File: src/rtl/npu_pkg.sv
// Shared constants for the NPU self-test bus master: window bases, control codes
// and job-phase state encodings.
package npu_pkg;

  localparam logic [23:0] W_BASE = 24'h3000_00;
  localparam logic [23:0] S_BASE = 24'h3000_01;
  localparam logic [23:0] R_BASE = 24'h3000_02;

  localparam logic [7:0] CTL_RUN = 8'd3;
  localparam logic [7:0] CTL_CLR = 8'd4;

  localparam logic [3:0] MAX_ROWS = 4'd12;

  typedef logic [2:0] state_t;

  localparam state_t ST_IDLE = 3'd0;
  localparam state_t ST_WGT  = 3'd1;
  localparam state_t ST_ROW  = 3'd2;
  localparam state_t ST_RUN  = 3'd3;
  localparam state_t ST_WAIT = 3'd4;
  localparam state_t ST_RD   = 3'd5;
  localparam state_t ST_RES  = 3'd6;
  localparam state_t ST_CLR  = 3'd7;

  // Control commands live in the top byte of the control register.
  function automatic logic [31:0] ctl_word(input logic [7:0] code);
    return {code, 24'h00_0000};
  endfunction

endpackage

File: src/rtl/npu_wb_master_if.sv
// Wishbone classic initiator-side bundle between npu_wb_master and the NPU responder.
interface npu_wb_master_if;

  logic        wbm_cyc_o;
  logic        wbm_stb_o;
  logic        wbm_we_o;
  logic [3:0]  wbm_sel_o;
  logic [31:0] wbm_adr_o;
  logic [31:0] wbm_dat_o;
  logic [31:0] wbm_dat_i;
  logic        wbm_ack_i;

  modport master (
    output wbm_cyc_o, wbm_stb_o, wbm_we_o, wbm_sel_o, wbm_adr_o, wbm_dat_o,
    input  wbm_dat_i, wbm_ack_i
  );

  modport slave (
    input  wbm_cyc_o, wbm_stb_o, wbm_we_o, wbm_sel_o, wbm_adr_o, wbm_dat_o,
    output wbm_dat_i, wbm_ack_i
  );

endinterface

File: src/rtl/wb_master_port.sv
// Single-transaction Wishbone engine: one request at a time, mandatory idle cycle
// after every ack, and an ack timeout measured from strobe rise.
module wb_master_port #(
  parameter int unsigned TIMEOUT = 255
) (
  input  logic        clk,
  input  logic        rst,
  input  logic        req,
  input  logic        we,
  input  logic [31:0] adr,
  input  logic [31:0] dat,
  output logic        done,
  output logic [15:0] rdata,
  output logic        timeout,
  npu_wb_master_if.master wb
);

  localparam int unsigned TW = $clog2(TIMEOUT + 1);

  logic          active;
  logic [TW-1:0] tcnt;
  logic          we_r;
  logic [31:0]   adr_r;
  logic [31:0]   dat_r;
  logic          ack_ok;
  logic          expire;

  // An ack in the expiry cycle wins over the timeout.
  assign ack_ok  = active & wb.wbm_ack_i;
  assign expire  = active & ~wb.wbm_ack_i & (tcnt == TW'(TIMEOUT - 1));

  assign done    = ack_ok;
  assign timeout = expire;
  assign rdata   = wb.wbm_dat_i[15:0];

  assign wb.wbm_cyc_o = active;
  assign wb.wbm_stb_o = active;
  assign wb.wbm_we_o  = we_r;
  assign wb.wbm_sel_o = 4'hF;
  assign wb.wbm_adr_o = adr_r;
  assign wb.wbm_dat_o = dat_r;

  // Returning to idle for one clock after ack gives the responder its low-strobe cycle.
  always_ff @(posedge clk or posedge rst) begin
    if (rst) begin
      active <= 1'b0;
      tcnt   <= '0;
      we_r   <= 1'b0;
      adr_r  <= '0;
      dat_r  <= '0;
    end else if (active) begin
      if (ack_ok || expire) begin
        active <= 1'b0;
        tcnt   <= '0;
      end else begin
        tcnt <= tcnt + 1'b1;
      end
    end else if (req) begin
      active <= 1'b1;
      tcnt   <= '0;
      we_r   <= we;
      adr_r  <= adr;
      dat_r  <= dat;
    end
  end

endmodule

File: src/rtl/npu_wb_master.sv
// Self-test initiator running one full NPU job: weights, input rows, run, compute
// wait, result read-back onto a valid/ready stream, then clear.
module npu_wb_master #(
  parameter logic [23:0] W_BASE     = npu_pkg::W_BASE,
  parameter logic [23:0] S_BASE     = npu_pkg::S_BASE,
  parameter logic [23:0] R_BASE     = npu_pkg::R_BASE,
  parameter int unsigned NUM_OUT    = 12,
  parameter int unsigned RUN_CYCLES = 16,
  parameter int unsigned TIMEOUT    = 255
) (
  input  logic        wb_clk_i,
  input  logic        wb_rst_i,
  npu_wb_master_if.master wb,
  input  logic        start_i,
  input  logic [71:0] weights_i,
  input  logic [3:0]  n_rows_i,
  input  logic        row_valid_i,
  output logic        row_ready_o,
  input  logic [23:0] row_data_i,
  output logic        res_valid_o,
  input  logic        res_ready_i,
  output logic [15:0] res_data_o,
  output logic        busy_o,
  output logic        done_o,
  output logic        err_o
);

  import npu_pkg::*;

  localparam int unsigned JW = $clog2(NUM_OUT + 1);
  localparam int unsigned WW = $clog2(RUN_CYCLES + 1);

  state_t        state;
  logic [3:0]    k;
  logic [3:0]    rows;
  logic [3:0]    n_rows;
  logic [71:0]   wts;
  logic [JW-1:0] j;
  logic [WW-1:0] wcnt;
  logic [23:0]   row_lat;
  logic          row_pend;
  logic [15:0]   res_data;
  logic          done_r;
  logic          err_r;

  logic          req;
  logic          pwe;
  logic [31:0]   padr;
  logic [31:0]   pdat;
  logic          pdone;
  logic          ptmo;
  logic [15:0]   prdata;
  logic [7:0]    k_off;
  logic [7:0]    j_off;

  assign k_off = 8'(k) << 2;
  assign j_off = 8'(j) << 2;

  wb_master_port #(.TIMEOUT(TIMEOUT)) u_port (
    .clk     (wb_clk_i),
    .rst     (wb_rst_i),
    .req     (req),
    .we      (pwe),
    .adr     (padr),
    .dat     (pdat),
    .done    (pdone),
    .rdata   (prdata),
    .timeout (ptmo),
    .wb      (wb)
  );

  always_comb begin
    req  = 1'b0;
    pwe  = 1'b1;
    padr = '0;
    pdat = '0;
    case (state)
      ST_WGT: begin
        req  = 1'b1;
        padr = {W_BASE, k_off};
        pdat = {24'h00_0000, wts[7:0]};
      end
      ST_ROW: begin
        req  = row_pend;
        padr = {S_BASE, 8'h00};
        pdat = {8'h00, row_lat};
      end
      ST_RUN: begin
        req  = 1'b1;
        padr = {S_BASE, 8'h00};
        pdat = ctl_word(CTL_RUN);
      end
      ST_RD: begin
        req  = 1'b1;
        pwe  = 1'b0;
        padr = {R_BASE, j_off};
      end
      ST_CLR: begin
        req  = 1'b1;
        padr = {S_BASE, 8'h00};
        pdat = ctl_word(CTL_CLR);
      end
      default: ;
    endcase
  end

  always_ff @(posedge wb_clk_i or posedge wb_rst_i) begin
    if (wb_rst_i) begin
      state    <= ST_IDLE;
      k        <= '0;
      rows     <= '0;
      n_rows   <= '0;
      wts      <= '0;
      j        <= '0;
      wcnt     <= '0;
      row_lat  <= '0;
      row_pend <= 1'b0;
      res_data <= '0;
      done_r   <= 1'b0;
      err_r    <= 1'b0;
    end else begin
      done_r <= 1'b0;
      if (ptmo) begin
        state    <= ST_IDLE;
        err_r    <= 1'b1;
        row_pend <= 1'b0;
      end else begin
        case (state)
          ST_IDLE: if (start_i) begin
            wts      <= weights_i;
            n_rows   <= (n_rows_i > MAX_ROWS) ? MAX_ROWS : n_rows_i;
            err_r    <= 1'b0;
            k        <= '0;
            rows     <= '0;
            j        <= '0;
            row_pend <= 1'b0;
            state    <= ST_WGT;
          end
          ST_WGT: if (pdone) begin
            wts <= {8'h00, wts[71:8]};
            k   <= k + 4'd1;
            if (k == 4'd8) state <= (n_rows == 4'd0) ? ST_RUN : ST_ROW;
          end
          ST_ROW: begin
            if (pdone) begin
              row_pend <= 1'b0;
              rows     <= rows + 4'd1;
              if (rows == n_rows - 4'd1) state <= ST_RUN;
            end else if (row_ready_o && row_valid_i) begin
              row_pend <= 1'b1;
              row_lat  <= row_data_i;
            end
          end
          ST_RUN: if (pdone) begin
            wcnt  <= '0;
            state <= ST_WAIT;
          end
          ST_WAIT: begin
            if (wcnt == WW'(RUN_CYCLES - 1)) state <= ST_RD;
            else wcnt <= wcnt + 1'b1;
          end
          ST_RD: if (pdone) begin
            res_data <= prdata;
            state    <= ST_RES;
          end
          ST_RES: if (res_ready_i) begin
            j     <= j + 1'b1;
            state <= (j == JW'(NUM_OUT - 1)) ? ST_CLR : ST_RD;
          end
          ST_CLR: if (pdone) begin
            done_r <= 1'b1;
            state  <= ST_IDLE;
          end
          default: state <= ST_IDLE;
        endcase
      end
    end
  end

  assign row_ready_o = (state == ST_ROW) && !row_pend;
  assign res_valid_o = (state == ST_RES);
  assign res_data_o  = res_data;
  assign busy_o      = (state != ST_IDLE);
  assign done_o      = done_r;
  assign err_o       = err_r;

endmodule

File: src/flat_wrapper.sv
// flat-port wrapper written by rule: the top's interface ports become plain ports
module npu_wb_master_flat import npu_pkg::*;
#(
  parameter logic [23:0] W_BASE     = npu_pkg::W_BASE,
  parameter logic [23:0] S_BASE     = npu_pkg::S_BASE,
  parameter logic [23:0] R_BASE     = npu_pkg::R_BASE,
  parameter int unsigned NUM_OUT    = 12,
  parameter int unsigned RUN_CYCLES = 16,
  parameter int unsigned TIMEOUT    = 255
)
  (wb_clk_i, wb_rst_i, start_i, weights_i, n_rows_i, row_valid_i, row_ready_o, row_data_i, res_valid_o, res_ready_i, res_data_o, busy_o, done_o, err_o, wb_wbm_cyc_o, wb_wbm_stb_o, wb_wbm_we_o, wb_wbm_sel_o, wb_wbm_adr_o, wb_wbm_dat_o, wb_wbm_dat_i, wb_wbm_ack_i);
  npu_wb_master_if wb_i ();
  input  logic wb_clk_i;
  input  logic wb_rst_i;
  input  logic start_i;
  input  logic [71:0] weights_i;
  input  logic [3:0] n_rows_i;
  input  logic row_valid_i;
  output logic row_ready_o;
  input  logic [23:0] row_data_i;
  output logic res_valid_o;
  input  logic res_ready_i;
  output logic [15:0] res_data_o;
  output logic busy_o;
  output logic done_o;
  output logic err_o;
  output wire logic [$bits(wb_i.wbm_cyc_o)-1:0] wb_wbm_cyc_o;
  output wire logic [$bits(wb_i.wbm_stb_o)-1:0] wb_wbm_stb_o;
  output wire logic [$bits(wb_i.wbm_we_o)-1:0] wb_wbm_we_o;
  output wire logic [$bits(wb_i.wbm_sel_o)-1:0] wb_wbm_sel_o;
  output wire logic [$bits(wb_i.wbm_adr_o)-1:0] wb_wbm_adr_o;
  output wire logic [$bits(wb_i.wbm_dat_o)-1:0] wb_wbm_dat_o;
  input wire logic [$bits(wb_i.wbm_dat_i)-1:0] wb_wbm_dat_i;
  input wire logic [$bits(wb_i.wbm_ack_i)-1:0] wb_wbm_ack_i;
  assign wb_wbm_cyc_o = wb_i.wbm_cyc_o;
  assign wb_wbm_stb_o = wb_i.wbm_stb_o;
  assign wb_wbm_we_o = wb_i.wbm_we_o;
  assign wb_wbm_sel_o = wb_i.wbm_sel_o;
  assign wb_wbm_adr_o = wb_i.wbm_adr_o;
  assign wb_wbm_dat_o = wb_i.wbm_dat_o;
  assign wb_i.wbm_dat_i = wb_wbm_dat_i;
  assign wb_i.wbm_ack_i = wb_wbm_ack_i;
  npu_wb_master #(.W_BASE(W_BASE), .S_BASE(S_BASE), .R_BASE(R_BASE), .NUM_OUT(NUM_OUT), .RUN_CYCLES(RUN_CYCLES), .TIMEOUT(TIMEOUT)) u_core (.wb_clk_i(wb_clk_i), .wb_rst_i(wb_rst_i), .wb(wb_i), .start_i(start_i), .weights_i(weights_i), .n_rows_i(n_rows_i), .row_valid_i(row_valid_i), .row_ready_o(row_ready_o), .row_data_i(row_data_i), .res_valid_o(res_valid_o), .res_ready_i(res_ready_i), .res_data_o(res_data_o), .busy_o(busy_o), .done_o(done_o), .err_o(err_o));
endmodule
File: config.mk
export PLATFORM = sky130hd
export DESIGN_NAME = npu_wb_master_flat
export DESIGN_NICKNAME = d
export VERILOG_FILES = /design/src/rtl/npu_pkg.sv /design/src/rtl/npu_wb_master_if.sv /design/src/rtl/wb_master_port.sv /design/src/rtl/npu_wb_master.sv /design/src/flat_wrapper.sv
export SDC_FILE = /design/constraint.sdc
export NUM_CORES = 1
export LEC_CHECK = 0
export BUFFER_PORTS_ARGS = -buffer_cell sky130_fd_sc_hd__buf_4
export CAP_MARGIN = 30
export CORE_MARGIN = 1.5
export CORE_UTILIZATION = 29
export DETAILED_ROUTE_END_ITERATION = 16
export GPL_TIMING_DRIVEN = 0
export SLEW_MARGIN = 15
export SYNTH_ARGS = -nofsm -noshare
export SYNTH_HDL_FRONTEND = slang
export SYNTH_SLANG_ARGS = --single-unit
File: constraint.sdc
create_clock -name wb_clk_i -period 14.95 [get_ports wb_clk_i]
set_input_delay 4.485 -clock wb_clk_i [delete_from_list [all_inputs] [get_ports wb_clk_i]]
set_output_delay 4.485 -clock wb_clk_i [all_outputs]
set_load 0.005 [all_outputs]
==> results.py <==
metrics = {
    "run_status": {
        "outcome": "completed",
    },
    "cts": {
        "tritoncts": "built",
        "cts_sinks": 182,
        "path_clk_slew_ps": 70,
        "post_cts_buffers": 0,
        "cts_root_buf": "clkbuf_16",
        "cts_resized": 0,
        "cts_made_buffers": 17,
        "cts_hold_buffers": 0,
        "cts_htree_levels": 4,
        "clockBufferDepth": 2,
        "insertion_delay_ps": 430,
    },
    "setup_path": {
        "r2r-start": "u_core.u_port.tcnt[0]$_DFFE_PP0P_",
        "worstSetupPathType": "reg -> out",
        "critPathCaptureType": "primary output",
        "r2r_slack_ps": 12290,
        "crit_path_end": "res_valid_o",
        "crit_required_ps": 10470,
        "startpoint_type": "flop",
        "critical_path_arrival_ps": 2230,
        "rr_worst_depth": 8,
        "cp-startpoint": "u_core.state[1]$_DFFE_PP0P_",
        "reg2reg_to": "u_core.row_lat[3]$_DFFE_PP0P_",
        "path_max_fanout": 10,
    },
    "sta": {
        "setup_tns_ps": 0,
        "slew_headroom": 0.457,
        "worst_pin_slew_ps": 812,
        "fin_crit_sh": 0.449,
        "drv_slew": 0,
        "max_freq_ghz": 0.149,
        "setup_violations": 0,
        "rsz0062_at_grt": "false",
        "finalWorstSetupSlack_ps": 8230,
        "fin_skew_ps": 20.7,
        "hold_viol": 0,
        "period_minus_slack_ps": 6720,
    },
    "layout": {
        "nNetsFinal": 1132,
        "layout-drive-gt1-share": 0.390,
        "post-route-util": 0.380,
        "num_antenna_cells": 0,
        "syn_to_final_growth_pct": 29.7,
        "fill_cells": 2916,
        "final_area_sq_um": 11200,
    },
    "global_route": {
        "grt_use_total": 0.147,
        "grt_overflow": 0,
        "grt_pass1_vias": 6476,
        "antenna_found_initial": 1,
        "grt_pass1_wl_microns": 35300,
        "grt_max_degree": 99,
    },
    "floorplan": {
        "ios": 230,
        "coreArea_sq_um": 29600,
        "die_area_sq_um": 30900,
        "die_width_microns": 176,
        "rows": 63,
        "die_h_microns": 176,
        "start_util": 0.293,
    },
    "logic_synthesis": {
        "synth_ff_type": "dfrtp_1",
        "ys_ff_latch": 182,
        "yosysWarnings": 0,
        "netlist_area_sq_um": 8670,
        "synth_area_per_cell_sq_um": 11.5,
        "ys_types": 56,
        "yosysSeqAreaShare": 0.525,
        "synth_edf_count": 0,
        "synth_cells": 754,
        "synthArstFlopShare": 1.00,
    },
    "routing": {
        "routed_wl_microns": 22400,
        "drtPass1Iterations": 5,
        "drt_first_iter_violations": 388,
        "vias_per_cell": 4.67,
        "postRouteAntennaNets": 0,
        "dr_total_vias": 6485,
        "wl_per_cell_microns": 16.1,
        "drc": 0,
    },
    "placed_design": {
        "place.port_buffers": 180,
        "placed_area_sq_um": 10700,
        "place_ws_ps": 8290,
        "hpwlAfterDp_microns": 16500,
        "place.gp.congestion": 0.814,
    },
    "power": {
        "total_leakage_power_nw": 5.16,
        "total_power_mw": 2.03,
        "ir_drop_mv": 0.0745,
        "powerDensity_nw_per_um2": 181,
    },
    "hold_path": {
        "hp-class": "reg -> reg",
    },
    "flow_run": {
        "maxCapViolCount": 0,
    },
}
[cells in the mapped netlist, types with 10 or more instances]
cell type,number,share of area
clkbuf_1,26,0.011
nand2_1,64,0.028
mux2_1,10,0.013
dfrtp_1,182,0.53
o21ai_0,101,0.058
a21oi_1,10,0.0058
mux2_2,98,0.13
mux2_4,10,0.017
nand3_1,10,0.0058
a22oi_1,12,0.010
buf_4,37,0.032
buf_2,17,0.0098
mux2i_1,32,0.037
nor2_1,21,0.0091
inv_1,12,0.0052
[worst min path at each step]
stage / startpoint / endpoint / slack (ps) / cells after the start
final: u_core.u_port.tcnt[6]$_DFFE_PP0P_ / u_core.u_port.tcnt[6]$_DFFE_PP0P_ / 470 / 1
after global routing: u_core.u_port.tcnt[6]$_DFFE_PP0P_ / u_core.u_port.tcnt[6]$_DFFE_PP0P_ / 490 / 1
after CTS: u_core.u_port.tcnt[6]$_DFFE_PP0P_ / u_core.u_port.tcnt[6]$_DFFE_PP0P_ / 470 / 1
after detailed placement: u_core.u_port.tcnt[6]$_DFFE_PP0P_ / u_core.u_port.tcnt[6]$_DFFE_PP0P_ / 460 / 1
after global placement: u_core.u_port.tcnt[6]$_DFFE_PP0P_ / u_core.u_port.tcnt[6]$_DFFE_PP0P_ / 460 / 1
after floorplan: u_core.u_port.tcnt[6]$_DFFE_PP0P_ / u_core.u_port.tcnt[6]$_DFFE_PP0P_ / 440 / 1
[worst max-delay path: stages, from the launching register on]
cell     delay, ps
dfrtp_1        380
buf_2          230
buf_1          380
nor3b_1        590
buf_4          220
[cells in the final DEF (no fill, tap or decap), types with 3 or more instances in the layout]
| master | synthesis | final |
|---|---|---|
| a22o_1 | 9 | 9 |
| nand3_1 | 10 | 10 |
| a21oi_1 | 10 | 10 |
| clkbuf_1 | 26 | 26 |
| nor4_1 | 3 | 3 |
| buf_2 | 17 | 17 |
| mux2_1 | 10 | 10 |
| nor3_1 | 5 | 5 |
| xor2_1 | 5 | 5 |
| nor3b_1 | 3 | 3 |
| conb_1 | 2 | 33 |
| a22oi_1 | 12 | 12 |
| or2_2 | 3 | 3 |
| a31oi_1 | 7 | 7 |
| inv_1 | 12 | 11 |
| nand2_1 | 64 | 64 |
| clkbuf_16 | 0 | 17 |
| buf_4 | 37 | 217 |
| inv_6 | 0 | 5 |
| inv_8 | 0 | 3 |
| clkinvlp_4 | 0 | 3 |
| nand3b_1 | 3 | 3 |
| and3_1 | 6 | 6 |
| or4_1 | 3 | 3 |
| o31ai_1 | 3 | 3 |
| mux2_4 | 10 | 10 |
| mux2i_1 | 32 | 32 |
| ha_1 | 9 | 9 |
| o21ai_0 | 101 | 101 |
| nor2_1 | 21 | 21 |
| or3_1 | 4 | 4 |
| xnor2_1 | 5 | 5 |
| dfrtp_1 | 182 | 182 |
| mux2_2 | 98 | 98 |
| nor2b_1 | 5 | 5 |
| a31o_2 | 3 | 3 |
| nand2b_1 | 6 | 6 |
[logic make-up (layout without fill, tap and decap cells)]
group / after synthesis / count (layout) / share of synthesized area
mux: 151 / 151 / 0.197
buf+inv: 95 / 308 / 0.0613
xor+xnor: 10 / 10 / 0.0101
fa+ha+maj: 9 / 9 / 0.0130
other cells: 2 / 33 / 0.000866
simple gates: 148 / 148 / 0.0856
flops: 182 / 182 / 0.525
compound gates: 157 / 157 / 0.107
[routing by layer]
metal / track usage / routed length, microns
met5: 0 / 0
met4: 0.0370 / 165
met3: 0.0357 / 1320
met2: 0.243 / 10700
met1: 0.193 / 10100
[through the flow]
| step | hold WS (ps) | instances |
|---|---|---|
| floorplan | 444 | 785 |
| global placement | 462 | 1355 |
| detailed placement | 461 | 1356 |
| CTS | 471 | 1388 |
| global route | 489 | 1388 |
| finish | 466 | 1388 |
[state kept, by name, summed over array words and instances (netlist names)]
register / count
u_core.done_o: 1
u_core.err_o: 1
u_core.j: 4
u_core.k: 4
u_core.n_rows: 4
u_core.res_data_o: 16
u_core.row_lat: 24
u_core.row_pend: 1
u_core.rows: 4
u_core.state: 3
u_core.u_port.tcnt: 8
u_core.u_port.wb.wbm_adr_o: 7
u_core.u_port.wb.wbm_cyc_o: 1
u_core.u_port.wb.wbm_dat_o: 26
u_core.u_port.wb.wbm_we_o: 1
u_core.wcnt: 5
u_core.wts: 72
[where the power goes]
group	switching (mW)	total [mW]	internal, mW
Clock	0.217	0.454	0.237
Sequential	0.119	0.813	0.694
Combinational	0.368	0.766	0.398
Total	0.704	2.03	1.33
[final cells by class]
class	instances	area, sq um	area share
Timing Repair Buffer	181	1380	0.123
Multi-Input combinational cell	508	3700	0.329
Clock inverter	15	158	0.0140
Sequential cell	182	4550	0.405
Inverter	12	52.6	0.00467
Clock buffer	17	425	0.0378
Tap cell	390	488	0.0434
Buffer	83	487	0.0433
Note: power is estimated with default switching activity, not from simulation.
